`src/rtl/sram_ctrl.sv`:
```
// sram_ctrl: one byte read/write per mem/ready handshake onto an async 1M x 8 SRAM with registered strobes.
// Latency: read WAIT_CYC cycles, write WAIT_CYC+2; mem seen while ready=0 is dropped. Macro SRAM_CTRL_B2B_EN chains accesses.
module sram_ctrl #(
  parameter int WAIT_CYC = 2
) (
  input  logic        clk,
  input  logic        rst,
  input  logic        mem,
  input  logic        rw,
  input  logic [19:0] addr,
  input  logic [7:0]  data2ram,
  output logic        ready,
  output logic [7:0]  data2fpga,
  output logic [19:0] sram_addr,
  output logic [7:0]  sram_dq_o,
  input  logic [7:0]  sram_dq_i,
  output logic        sram_dq_oe,
  output logic        sram_ce_n,
  output logic        sram_oe_n,
  output logic        sram_we_n
);

  typedef enum logic [2:0] {IDLE, RD, WR_SETUP, WR_PULSE, WR_HOLD, TURN} state_t;

  localparam logic [3:0] CNT_LOAD = 4'(WAIT_CYC - 1);
`ifdef SRAM_CTRL_B2B_EN
  localparam bit B2B = 1'b1;
`else
  localparam bit B2B = 1'b0;
`endif

  state_t     state;
  logic [3:0] cnt;
  logic [7:0] lat_data;

  always_ff @(posedge clk or negedge rst) begin
    if (!rst) begin
      state      <= IDLE;
      cnt        <= 4'd0;
      lat_data   <= 8'd0;
      ready      <= 1'b1;
      data2fpga  <= 8'd0;
      sram_addr  <= 20'd0;
      sram_dq_o  <= 8'd0;
      sram_dq_oe <= 1'b0;
      sram_ce_n  <= 1'b1;
      sram_oe_n  <= 1'b1;
      sram_we_n  <= 1'b1;
    end else begin
      case (state)
        IDLE: begin
        end
        RD: begin
          if (cnt == 4'd0) begin
            data2fpga <= sram_dq_i;
            state     <= IDLE;
            sram_ce_n <= 1'b1;
            sram_oe_n <= 1'b1;
            ready     <= 1'b1;
          end else begin
            cnt <= cnt - 4'd1;
            if (B2B && cnt == 4'd1) ready <= 1'b1;
          end
        end
        TURN: begin
          state      <= WR_SETUP;
          sram_ce_n  <= 1'b0;
          sram_dq_oe <= 1'b1;
          sram_dq_o  <= lat_data;
        end
        WR_SETUP: begin
          state     <= WR_PULSE;
          sram_we_n <= 1'b0;
          cnt       <= CNT_LOAD;
        end
        WR_PULSE: begin
          if (cnt == 4'd0) begin
            state     <= WR_HOLD;
            sram_we_n <= 1'b1;
            if (B2B) ready <= 1'b1;
          end else begin
            cnt <= cnt - 4'd1;
          end
        end
        WR_HOLD: begin
          state      <= IDLE;
          sram_ce_n  <= 1'b1;
          sram_dq_oe <= 1'b0;
          ready      <= 1'b1;
        end
        default: state <= IDLE;
      endcase

      // A request accepted from a chaining state overrides that state's wind-down above.
      if (mem && ready) begin
        sram_addr <= addr;
        lat_data  <= data2ram;
        if (rw) begin
          state      <= RD;
          cnt        <= CNT_LOAD;
          sram_ce_n  <= 1'b0;
          sram_oe_n  <= 1'b0;
          sram_we_n  <= 1'b1;
          sram_dq_oe <= 1'b0;
          ready      <= B2B && (WAIT_CYC == 1);
        end else if (state == RD) begin
          // read->write: park the bus one cycle so the SRAM releases DQ first
          state      <= TURN;
          sram_ce_n  <= 1'b1;
          sram_oe_n  <= 1'b1;
          sram_dq_oe <= 1'b0;
          ready      <= 1'b0;
        end else begin
          state      <= WR_SETUP;
          sram_ce_n  <= 1'b0;
          sram_oe_n  <= 1'b1;
          sram_we_n  <= 1'b1;
          sram_dq_oe <= 1'b1;
          sram_dq_o  <= data2ram;
          ready      <= 1'b0;
        end
      end
    end
  end

endmodule

```
`config.mk`:
```
export PLATFORM = sky130hd
export DESIGN_NAME = sram_ctrl
export DESIGN_NICKNAME = d
export VERILOG_FILES = /design/src/rtl/sram_ctrl.sv
export SDC_FILE = /design/constraint.sdc
export NUM_CORES = 1
export LEC_CHECK = 0
export BUFFER_PORTS_ARGS = -buffer_cell sky130_fd_sc_hd__buf_2
export CAP_MARGIN = 10
export CORE_ASPECT_RATIO = 1.75
export CORE_UTILIZATION = 54
export DETAILED_ROUTE_END_ITERATION = 10
export PLACE_DENSITY = 0.84
export SYNTH_ARGS = -nofsm -noshare
export SYNTH_HDL_FRONTEND = slang
export SYNTH_SLANG_ARGS = --single-unit
```
`constraint.sdc`:
```
create_clock -name clk -period 4.52 [get_ports clk]
set_input_delay 0.678 -clock clk [delete_from_list [all_inputs] [get_ports clk]]
set_output_delay 0.678 -clock clk [all_outputs]
set_load 0.01 [all_outputs]
```
==> results.txt <==
----------------------------------------------------
[Pwr]
  Static power due to leakage ... 1.436 nW
  Pwr dens ... 685.0 nW/um^2
  Total power after layout ... 2.044 mW
  VDD IR max ... 0.4192 mV

[STA]
  Relative slew slack ... 0.5473
  Final setup vio count ... 0
  Final Hold Violating Endpoints ... 0
  Largest clock skew in the final design ... 7.437 ps
  Worst Tran Pin Value ... 679.0 ps
  Slew Limit Fails ... 0
  Achievable Freq ... 0.5750 GHz
  RSZ-0062 raised after global routing ... no
  Aggregate negative setup slack ... 0 ps
  Final worst-path cycle share ... 0.3848
  Minimum clock period ... 1739 ps
  Hold_ws ... 488.5 ps

[Synthesis]
  Post-Syn Nets ... 235
  Number of synthesized flops with an enable pin ... 0
  Instance count of the mapped netlist ... 194
  Netlist area before placement ... 2491 um^2
  Post-synthesis async set-or-reset flop share ... 1.000
  Warning count from the yosys run ... 0
  Most frequently used flop master after synthesis ... dfrtp_1
  Post-Syn Area per Cell ... 12.84 um^2
  Share of the yosys chip area belonging to registers ... 0.5645
  Number of distinct standard cells referenced by the synthesized netlist ... 44
  Number of synthesized register bits ... 56

[Critical path]
  Required time reported for the critical path endpoint ... 4700 ps
  Maximum fanout count along the critical path ... 12
  Crit path DAT ... 1920 ps
  Worst Setup SP ... state[0]
  Critical R2R Launch ... state[0]
  Type of destination of the critical path ... flip-flop
  Critical path class ... reg -> reg
  Type of origin of the critical path ... flip-flop

[Placement]
  HPWL after DPL ... 3469 um
  DP Cell Count ... 317
  Number of buffer cells added on primary ports ... 80
  GPL Wtd Cong ... 0.8471

[Clock network]
  Post-CTS Hold Buffers ... 0
  Clock Tree Root ... clkbuf_8
  Clock latency of the later-clocked register in the worst-skew pair ... 310 ps
  Resized Gates After CTS ... 0
  Number of levels the H-tree was split into ... 2
  CTS Sinks ... 56
  Deepest clock path buffer count ... 2
  Worst-path clk slew ... 100 ps
  Number of buffers added for setup after CTS ... 0
  Clock buffer count from CTS ... 5
  Clock tree from TritonCTS ... yes

[Drt]
  Wire length on met1 ... 1766 um
  Sum of met3 wire segment lengths after detailed routing ... 140 um
  Remaining DRCs ... 0
  Post-DRT Antenna Nets ... 0
  Average wire per standard cell ... 14.54 um
  Number of optimization iterations in the first detailed-route pass ... 4
  Vias after detailed routing ... 1769
  Detailed-routed wire length on met2 ... 2748 um
  Highest metal used ... met4
  Detailed-route wire length ... 4724 um
  DR vias/cell ... 5.443
  Number of DRC markers in iteration 0 ... 24

[Cells and area]
  Fraction of final layout cells sized beyond drive strength 1 ... 0.4927
  Multi-input gate area ... 994.7 um^2
  Number of non-filler instances in the completed layout ... 325
  Count of antenna diodes in the layout ... 0
  Register area ... 1406 um^2
  Filler cell count ... 359
  Area growth from synthesis to layout ... 19.79%
  Final net count ... 314
  Final design utilization ... 0.6776

[Die]
  Die Outline Area ... 4900 um^2
  Die boundary height ... 91.85 um
  Io pins ... 81
  Row count ... 32
  Area of the core ... 4404 um^2
  Initial core utilization ... 0.5656
  Width of the chip ... 53.35 um

[Run status]
  Run status ... finished clean

[Global routing]
  Number of antenna violations at the first check in global routing ... 0
  Vias in the first global route ... 1762
  Wire length of the first global-routing pass ... 7879 um
  Pin count of the biggest net entering global routing ... 57
  GR Overflow Total ... 0
  Total Routing Usage GR ... 0.2195

[Job]
  Number of max-cap violations ... 0

[Worst hold path]
  Min-delay worst type ... in -> async

----------------------------------------------------
## stage by stage
| stage | setup WS [ps] | area (um^2) |
|---|---|---|
| floorplan | 2984 | 2491 |
| global placement | 2710 | 2899 |
| detailed placement | 2691 | 2899 |
| CTS | 2775 | 2984 |
| global route | 2599 | 2984 |
| finish | 2781 | 2984 |
## state kept, by name, summed over array words and instances, names as in the netlist
| register | count |
|---|---|
| cnt | 4 |
| sram_ce_n | 1 |
| sram_dq_o | 8 |
| sram_addr | 20 |
| sram_oe_n | 1 |
| ready | 1 |
| state | 3 |
| data2fpga | 8 |
| sram_we_n | 1 |
| sram_dq_oe | 1 |
| lat_data | 8 |
## layout make-up
class,instances,area share
tap,51,0.02138
clock buffer,6,0.02432
timing repair buffer,82,0.1392
inverter,5,0.006289
clock inverter,2,0.004193
sequential,56,0.4713
multi-input combinational,123,0.3333
## placed cells by master (no fill, tap or decap), types with 3 or more instances in the layout
master | synthesis | layout
buf_2 | 2 | 80
dfstp_2 | 4 | 4
inv_1 | 5 | 5
a21oi_1 | 11 | 11
nor2_1 | 5 | 5
mux2_1 | 5 | 5
clkbuf_8 | 0 | 5
nor3_1 | 3 | 3
nand3_1 | 3 | 3
o21ai_1 | 7 | 7
nand2_1 | 13 | 13
mux2_2 | 31 | 31
dfrtp_1 | 52 | 52
mux2i_1 | 10 | 10
a31oi_1 | 3 | 3
## routing by layer
metal  vias up  global-route usage
li1        844                   -
met1       883              0.2545
met2        35              0.3854
met3         7             0.03814
met4         0             0.07895
met5         -                   0
## worst paths after layout
kind | end | slack, ps | cells past startpoint
min in group clk | data2fpga[2] | 500 | 1
min reg2reg | data2fpga[2] | 500 | 1
max | sram_dq_o[2] | 2780 | 4
max in group asynchronous | lat_data[0] | 3580 | 2
max reg2reg | sram_dq_o[2] | 2780 | 4
min | data2fpga[0] | 490 | 2
## power breakdown
| part | internal (mW) | switching (mW) | total, mW |
|---|---|---|---|
| Combinational | 0.437 | 0.426 | 0.863 |
| Clock | 0.109 | 0.152 | 0.260 |
| Sequential | 0.761 | 0.161 | 0.922 |
| Total | 1.31 | 0.738 | 2.04 |
## cell usage after synthesis (2+ instances only)
library cell	n	area, um^2
buf_6	2	22.52
o21ai_2	2	17.52
nor3_1	3	15.01
mux2i_1	10	100.1
o21ai_0	2	10.01
a21oi_1	11	55.05
nand2b_1	2	12.51
mux2_1	5	56.30
nor2b_1	2	12.51
buf_4	4	30.03
nand3_1	3	15.01
buf_2	2	10.01
nor2_1	5	18.77
a31oi_1	3	18.77
and3_1	2	12.51
nand2_1	13	48.80
inv_1	5	18.77
mux2_2	31	349.1
dfrtp_1	52	1301
nand2_2	2	12.51
o21ai_1	7	35.03
dfstp_2	4	105.1
## kinds of logic (layout without fill, tap and decap cells)
group / after synthesis / after routing / synth area share
multiplexers: 46 / 46 / 0.2029
AND/OR/NAND/NOR: 42 / 42 / 0.1075
adder cells (fa/ha/maj): 1 / 1 / 0.005022
buffers and inverters: 15 / 95 / 0.03616
flip-flops: 56 / 56 / 0.5645
AO/OA/AOI/OAI: 34 / 34 / 0.08389
## critical path, cell delays in order (launching register included)
cell,delay [ps]
dfrtp_1,570
nor2b_1,440
nand2_2,280
mux2i_1,240
o21ai_1,80
Note: power is estimated with default switching activity, not from simulation.
